===== config.mk =====
export PLATFORM = sky130hd
export DESIGN_NAME = cond_logic_unit
export DESIGN_NICKNAME = d
export VERILOG_FILES = /design/src/rtl/arm_cond_pkg.sv /design/src/rtl/cond_check.sv /design/src/rtl/cond_logic_unit.sv
export SDC_FILE = /design/constraint.sdc
export NUM_CORES = 1
export LEC_CHECK = 0
export CAP_MARGIN = 20
export CELL_PAD_IN_SITES_DETAIL_PLACEMENT = 1
export CELL_PAD_IN_SITES_GLOBAL_PLACEMENT = 1
export CORE_MARGIN = 2
export CORE_UTILIZATION = 35
export CTS_BUF_LIST = sky130_fd_sc_hd__clkbuf_16
export DETAILED_ROUTE_END_ITERATION = 16
export PLACE_DENSITY = 0.77
export RECOVER_POWER = 50
export SYNTH_ARGS = -nofsm -noshare
export SYNTH_HDL_FRONTEND = slang
export SYNTH_SLANG_ARGS = --single-unit

===== constraint.sdc =====
create_clock -name clk -period 3 [get_ports clk]
set_clock_uncertainty 0.2 [all_clocks]
set_input_delay 0.3 -clock clk [delete_from_list [all_inputs] [get_ports clk]]
set_output_delay 0.3 -clock clk [all_outputs]
set_load 0.05 [all_outputs]

===== src/rtl/arm_cond_pkg.sv =====
// Shared types for the conditional-execution stage: ARM condition codes and
// NZCV flag bit positions.
package arm_cond_pkg;

    localparam int unsigned COND_W  = 4;
    localparam int unsigned FLAGS_W = 4;

    localparam int unsigned FLAG_N = 3;
    localparam int unsigned FLAG_Z = 2;
    localparam int unsigned FLAG_C = 1;
    localparam int unsigned FLAG_V = 0;

    typedef enum logic [COND_W-1:0] {
        EQ = 4'b0000,
        NE = 4'b0001,
        CS = 4'b0010,
        CC = 4'b0011,
        MI = 4'b0100,
        PL = 4'b0101,
        VS = 4'b0110,
        VC = 4'b0111,
        HI = 4'b1000,
        LS = 4'b1001,
        GE = 4'b1010,
        LT = 4'b1011,
        GT = 4'b1100,
        LE = 4'b1101,
        AL = 4'b1110,
        NV = 4'b1111
    } cond_e;

endpackage


===== src/rtl/cond_check.sv =====
// Combinational evaluation of an ARM condition field against the held NZCV flags.
// The reserved NV encoding never passes.
module cond_check
    import arm_cond_pkg::*;
(
    input  logic [COND_W-1:0]  cond,
    input  logic [FLAGS_W-1:0] flags,
    output logic               cond_ex
);

    logic n_f, z_f, c_f, v_f;
    logic ge_f;

    assign n_f  = flags[FLAG_N];
    assign z_f  = flags[FLAG_Z];
    assign c_f  = flags[FLAG_C];
    assign v_f  = flags[FLAG_V];
    assign ge_f = (n_f == v_f);

    always_comb begin
        cond_ex = 1'b0;
        unique case (cond_e'(cond))
            EQ: cond_ex = z_f;
            NE: cond_ex = ~z_f;
            CS: cond_ex = c_f;
            CC: cond_ex = ~c_f;
            MI: cond_ex = n_f;
            PL: cond_ex = ~n_f;
            VS: cond_ex = v_f;
            VC: cond_ex = ~v_f;
            HI: cond_ex = c_f & ~z_f;
            LS: cond_ex = ~c_f | z_f;
            GE: cond_ex = ge_f;
            LT: cond_ex = ~ge_f;
            GT: cond_ex = ~z_f & ge_f;
            LE: cond_ex = z_f | ~ge_f;
            AL: cond_ex = 1'b1;
            NV: cond_ex = 1'b0;
        endcase
    end

endmodule


===== src/rtl/cond_logic_unit.sv =====
// Conditional-execution stage: NZCV flag register, condition check, write-strobe
// gating and saturating executed/squashed instruction counters.
module cond_logic_unit
    import arm_cond_pkg::*;
#(
    parameter int unsigned CNT_W = 16
) (
    input  logic               clk,
    input  logic               reset,
    input  logic               en,
    input  logic [COND_W-1:0]  Cond,
    input  logic [FLAGS_W-1:0] ALUFlags,
    input  logic [1:0]         FlagW,
    input  logic               PCS,
    input  logic               RegW,
    input  logic               MemW,
    input  logic               NoWrite,
    output logic               PCSrc,
    output logic               RegWrite,
    output logic               MemWrite,
    output logic               CondEx,
    output logic [FLAGS_W-1:0] Flags,
    output logic [CNT_W-1:0]   exec_cnt,
    output logic [CNT_W-1:0]   skip_cnt
);

    localparam logic [CNT_W-1:0] CNT_MAX = '1;

    logic [FLAGS_W-1:0] flags_q, flags_d;
    logic [CNT_W-1:0]   exec_cnt_q, exec_cnt_d;
    logic [CNT_W-1:0]   skip_cnt_q, skip_cnt_d;
    logic               cond_ex;
    logic               issue;

    // Condition uses registered flags only; no same-cycle ALU flag bypass.
    cond_check u_cond_check (
        .cond    (Cond),
        .flags   (flags_q),
        .cond_ex (cond_ex)
    );

    assign issue = en & cond_ex;

    always_comb begin
        flags_d    = flags_q;
        exec_cnt_d = exec_cnt_q;
        skip_cnt_d = skip_cnt_q;

        if (issue) begin
            if (FlagW[1]) begin
                flags_d[FLAG_N] = ALUFlags[FLAG_N];
                flags_d[FLAG_Z] = ALUFlags[FLAG_Z];
            end
            if (FlagW[0]) begin
                flags_d[FLAG_C] = ALUFlags[FLAG_C];
                flags_d[FLAG_V] = ALUFlags[FLAG_V];
            end
        end

        // Exactly one counter advances per valid instruction, saturating at max.
        if (en) begin
            if (cond_ex) begin
                if (exec_cnt_q != CNT_MAX) exec_cnt_d = exec_cnt_q + CNT_W'(1);
            end else begin
                if (skip_cnt_q != CNT_MAX) skip_cnt_d = skip_cnt_q + CNT_W'(1);
            end
        end
    end

    always_ff @(posedge clk) begin
        if (reset) begin
            flags_q    <= '0;
            exec_cnt_q <= '0;
            skip_cnt_q <= '0;
        end else begin
            flags_q    <= flags_d;
            exec_cnt_q <= exec_cnt_d;
            skip_cnt_q <= skip_cnt_d;
        end
    end

    assign CondEx   = cond_ex;
    assign PCSrc    = issue & PCS;
    assign RegWrite = issue & RegW & ~NoWrite;
    assign MemWrite = issue & MemW;
    assign Flags    = flags_q;
    assign exec_cnt = exec_cnt_q;
    assign skip_cnt = skip_cnt_q;

endmodule


==> results of run 1 <==
synth_stat cells, types with 4 or more instances:
cell type   n  area share (%)
a21oi_1    13             3.3
and3_1      6             1.9
clkbuf_1    5            0.96
dfxtp_1    36              37
inv_1       7             1.3
mux2_1      4             2.3
mux2i_1     8             4.1
nand2_1    15             2.9
nand3_1    11             2.8
nand4_1     8             2.5
nor2_1     28             5.4
nor2b_1     5             1.6
nor3_1      6             1.5
nor4_1      4             1.3
nor4_2      5             3.2
o31ai_1     9             3.4
or4_1       9             3.4
xnor2_1    17             7.6
routing by layer:
layer / routed length [µm] / vias to the layer above / share of wire (%)
met5: 0 / - / 0
met4: 55 / 0 / 1.0
li1: - / 936 / -
met2: 2564 / 39 / 48
met1: 2537 / 931 / 47
met3: 223 / 7 / 4.1
power by group:
group,internal [mW],switching (mW)
Sequential,0.486,0.00900
Combinational,0.0740,0.110
Clock,0.299,0.196
registers in the layout, summed over array words and instances (netlist names):
name,cells
Flags,4
exec_cnt,16
skip_cnt,16
per-stage QoR:
stage	utilization [%]	hold WS [ps]	total power [mW]
finish	50.73	308.4	1.174
global route	50.73	351.7	1.223
floorplan	-	247.2	0.6208
detailed placement	48.31	306.2	0.6941
CTS	50.80	313.6	1.189
global placement	48.31	297.7	0.6913
final cells by class:
type,count,area [µm²]
fill,644,2696
tap,72,90.09
inverter,7,26.28
clock inverter,3,11.26
clock buffer,5,125.1
multi-input combinational,173,1160
sequential,36,720.7
timing repair buffer,60,643.1
cells by family (layout without fill, tap and decap cells):
family,Yosys count,after routing,synth area share [%]
adder cells (fa/ha/maj),2,2,1.274
multiplexers,12,12,6.373
XOR/XNOR,17,17,7.584
AND/OR/NAND/NOR,108,108,31.29
flip-flops,36,36,36.71
AO/OA/AOI/OAI,34,34,12.17
buffers and inverters,18,75,4.589
critical path, delay by kind of cell:
kind | cells | cell delay, ps
muxes | 2 | 640
and+or+nand+nor | 3 | 650
buffers and inverters | 2 | 760
worst min-delay path by stage:
| stage | startpoint | endpoint | cells past startpoint |
|---|---|---|---|
| 2_1_floorplan | ALUFlags[0] | Flags[0]$_SDFFE_PP0P_ | 2 |
| 3_3_place_gp | skip_cnt[9]$_SDFFE_PP0P_ | skip_cnt[9]$_SDFFE_PP0P_ | 2 |
| 3_5_place_dp | skip_cnt[9]$_SDFFE_PP0P_ | skip_cnt[9]$_SDFFE_PP0P_ | 2 |
| 4_1_cts | skip_cnt[9]$_SDFFE_PP0P_ | skip_cnt[9]$_SDFFE_PP0P_ | 2 |
| 5_1_grt | skip_cnt[9]$_SDFFE_PP0P_ | skip_cnt[9]$_SDFFE_PP0P_ | 2 |
| 6_report | skip_cnt[9]$_SDFFE_PP0P_ | skip_cnt[9]$_SDFFE_PP0P_ | 2 |
placed cells by master (no fill, tap or decap), drive strengths merged, types with 11 or more instances in the layout:
master,instances
a21oi,13
clkdlybuf4s50,16
dfxtp,36
dlygate4sd3,36
nand2,15
nand3,11
nor2,28
xnor2,17
==> results_dict.tcl, run 1 <==
set metrics [dict create \
    outcome "completed" \
    vias 1913 \
    numPortBuffers 56 \
    setup_slack_ps 146.9 \
    dp_cells 348 \
    synth_edf_count 0 \
    path_cells "clkdlybuf4s50_1 -> mux2i_1 -> mux2i_1 -> nor3_4 -> nor2_4 -> and4b_1 -> buf_12" \
    maxCapViolCount 0 \
    dr.pass1.iters 4 \
    final_cells 356 \
    synth_cell_types 39 \
    crit_type "input pin to primary output" \
    async_reset_ff_share_pct 0 \
    grt_setup_unrepaired "no" \
    pre_cts_ws_ps 47.37 \
    grtUsageTotal_pct 18.07 \
    diodes 0 \
    cts.path.max_buffers 2 \
    hold_buffers 0 \
    overflow 0 \
    rows 27 \
    synthCells 227 \
    rr_worst_depth 6 \
    cts_resized 0 \
    vdd_drop_max_uv 284.7 \
    path_clk_slew_ps 50 \
    initial_utilization_pct 35.87 \
    vias_per_cell 5.374 \
    endpoint "RegWrite" \
    power.density_nw_per_um2 422.8 \
    critical_path.startpoint_type "input pin" \
    worstReg2RegStart "Flags[2]$_SDFFE_PP0P_" \
    grt_max_degree 24 \
    period_share_pct 95.10 \
    syn-cell-area_um2 1963 \
    dieArea_um2 6224 \
    drtIter0Drc 70 \
    grt_pass1_wl_mm 8.990 \
    crit_start "Cond[1]" \
    cp.arrival_ps 2350 \
    use_met2_pct 29.15 \
    fin_nets 302 \
    drc 0 \
    synth-seq-area-share_pct 36.71 \
    cp.required_ps 2500 \
    worst_pin_slew_ps 682.2 \
    ant_nets 0 \
    cts_setup_buffers 0 \
    place_area_um2 2644 \
    cp_max_fo 8 \
    clk_latency_ps 280 \
    tritoncts "built" \
    coreArea_um2 5473 \
    slowest_stage "clkdlybuf4s50_1" \
    syn_avg_cell_area_um2 8.648 \
    timing.rr.end "skip_cnt[13]$_SDFFE_PP0P_" \
    dp_hpwl_mm 3.806 \
    power.leakage_nw 1.047 \
    setup_violations 0 \
    syn_nets 246 \
    ios 57 \
    h-tree-depth 2 \
    fin_crit_ps 2853 \
    synth_top_flop_cell "dfxtp_1" \
    grt_pass1_vias 1835 \
    final_area_um2 2776 \
    fmax_mhz 350.5 \
    slew_headroom_pct 54.38 \
    chipWidth_um 78.89 \
    wl_per_cell_um 15.12 \
    gr-usage-met3_pct 4.886 \
    drive_above_1_share_pct 8.803 \
    crit_path_frequent_cell "mux2i_1" \
    yosysWarnings 0 \
    die_h_um 78.89 \
    routed_wl_mm 5.381 \
    reg2reg_slack_ps 440 \
    use_met1_pct 24.00 \
    slowest_delay_ps 610 \
    cts_buffers 5 \
    hold_violations 0 \
    ys_seq_elements 36 \
    crit_path_end_kind "primary output" \
    root_buffer "clkbuf_16" \
    clock_sinks 36 \
    gp_congestion 0.7477 \
    antenna_found_initial 0 \
    slew_viol_final 0 \
    min_path_type "register to register" \
    synthToLayoutAreaGrowth_pct 41.43 \
    finalSetupTns_ps 0 \
    busiest_layer "met2" \
]
(Power assumes the default switching activity.)
==> inputs of run 2 (changes only) <==
Settings changed: CORE_UTILIZATION 35 to 36, CTS_BUF_LIST sky130_fd_sc_hd__clkbuf_16 to sky130_fd_sc_hd__clkbuf_8, PLACE_DENSITY 0.77 to 0.79, SLEW_MARGIN set to 0.
==> results_dict.tcl, run 2 (synthesis gave the netlist of run 1 again) <==
set metrics [dict create \
    outcome "completed" \
    root_buffer "clkbuf_8" \
    ios 57 \
    hold_buffers 0 \
    slowest_stage "clkdlybuf4s50_1" \
    fin_nets 306 \
    dp_cells 350 \
    cp.required_ps 2500 \
    dp_hpwl_mm 3.842 \
    crit_start "Cond[1]" \
    cp.arrival_ps 2230 \
    gp_congestion 0.7645 \
    crit_path_end_kind "primary output" \
    finalSetupTns_ps 0 \
    crit_path_frequent_cell "mux2i_1" \
    timing.rr.end "skip_cnt[13]$_SDFFE_PP0P_" \
    overflow 0 \
    routed_wl_mm 5.127 \
    power.density_nw_per_um2 376.8 \
    path_clk_slew_ps 80 \
    clk_latency_ps 280 \
    maxCapViolCount 0 \
    slowest_delay_ps 550 \
    drc 0 \
    whs_path_depth 2 \
    dr.pass1.iters 4 \
    path_buf_inv 2 \
    endpoint "RegWrite" \
    rr_worst_depth 6 \
    synthToLayoutAreaGrowth_pct 40.66 \
    slew_viol_final 0 \
    vias 1883 \
    period_share_pct 91.15 \
    numPortBuffers 56 \
    drive_above_1_share_pct 10.76 \
    cts_resized 0 \
    dieArea_um2 6060 \
    cp_max_fo 8 \
    clock_sinks 36 \
    diodes 0 \
    fillers 605 \
    worstReg2RegStart "Flags[2]$_SDFFE_PP0P_" \
    reg2reg_slack_ps 460 \
    tritoncts "built" \
    cp_num_cells 7 \
    worst_pin_slew_ps 505.5 \
    initial_utilization_pct 37.95 \
    power.leakage_nw 1.041 \
    path_cells "clkdlybuf4s50_1 -> mux2i_1 -> mux2i_1 -> nor3_4 -> nor2_4 -> and4b_1 -> buf_12" \
    slew_headroom_pct 65.33 \
    hold_violations 0 \
    multi_input_area_um2 1160 \
    regArea_um2 720.7 \
    grt_pass1_wl_mm 8.749 \
    fmax_mhz 365.7 \
    chipWidth_um 77.85 \
    grt_setup_unrepaired "no" \
    fin_crit_ps 2735 \
    final_cells 358 \
    crit_type "input pin to primary output" \
    grt_max_degree 19 \
    cts.path.max_buffers 2 \
    vias_per_cell 5.260 \
    coreArea_um2 5172 \
    h-tree-depth 2 \
    grtUsageTotal_pct 17.61 \
    ant_nets 0 \
    critical_path.startpoint_type "input pin" \
    cts_buffers 5 \
    rows 26 \
    fin_util_pct 53.39 \
    setup_violations 0 \
    holdWs_ps 313.5 \
    power_mw 1.040 \
    mostFrequentLayoutCells "dfxtp_1 (36), dlygate4sd3_1 (36), nor2_1 (27), xnor2_1 (17), clkdlybuf4s50_1 (16)" \
    vdd_drop_max_uv 190.8 \
    drtIter0Drc 57 \
    die_h_um 77.85 \
    antenna_found_initial 0 \
    wl_per_cell_um 14.32 \
    cts_setup_buffers 0 \
    cp_top_family "buffers and inverters" \
    min_path_type "register to register" \
    grt_pass1_vias 1833 \
]
-- run 2: cell count changes in the layout (fill, tap and decap cells not counted) --
cell and change:
clkbuf_16 -5, inv_1 -1, clkinv_1 -1, clkinvlp_4 +1, clkbuf_8 +6, buf_4 +4
-- run 2: tightest hold or removal path, stage by stage (launching register included) --
cell	delay [ps]
dfxtp_1	340
o31ai_1	70
a21oi_1	50
-- run 2: power breakdown --
part / switching (mW) / total, mW / internal [mW] / leakage, nW
sequential: 0.00896 / 0.494 / 0.485 / 0.291
clock: 0.175 / 0.359 / 0.183 / 0.0486
combinational: 0.110 / 0.188 / 0.0780 / 0.702
total: 0.294 / 1.04 / 0.746 / 1.04
-- run 2: worst min-delay path by stage --
| stage | from | to | slack (ps) |
|---|---|---|---|
| 2_1_floorplan | ALUFlags[0] | Flags[0]$_SDFFE_PP0P_ | 250 |
| 3_3_place_gp | skip_cnt[9]$_SDFFE_PP0P_ | skip_cnt[9]$_SDFFE_PP0P_ | 300 |
| 3_5_place_dp | skip_cnt[9]$_SDFFE_PP0P_ | skip_cnt[9]$_SDFFE_PP0P_ | 310 |
| 4_1_cts | skip_cnt[9]$_SDFFE_PP0P_ | skip_cnt[9]$_SDFFE_PP0P_ | 320 |
| 5_1_grt | skip_cnt[8]$_SDFFE_PP0P_ | skip_cnt[8]$_SDFFE_PP0P_ | 370 |
| 6_report | skip_cnt[8]$_SDFFE_PP0P_ | skip_cnt[8]$_SDFFE_PP0P_ | 310 |
-- run 2: layer usage --
metal	wire length, µm	vias up	GRT usage (%)
met5	0	-	0
met1	2421	893	22.96
met2	2460	44	29.57
met3	229	2	4.419
li1	-	944	-
met4	15	0	3.214
-- run 2: cell type report --
type	count	share of cell area [%]
timing repair buffer	64	24.38
multi-input combinational	173	42.00
clock buffer	6	2.990
inverter	7	0.9515
tap	70	3.172
sequential	36	26.10
clock inverter	2	0.4078
-- run 2: per-stage QoR --
stage | area [µm²] | setup WS, ps
2_1_floorplan | 1971 | 230.0
3_3_place_gp | 2671 | 161.0
3_5_place_dp | 2671 | 146.7
4_1_cts | 2765 | 251.1
5_1_grt | 2761 | 125.3
6_report | 2761 | 265.4
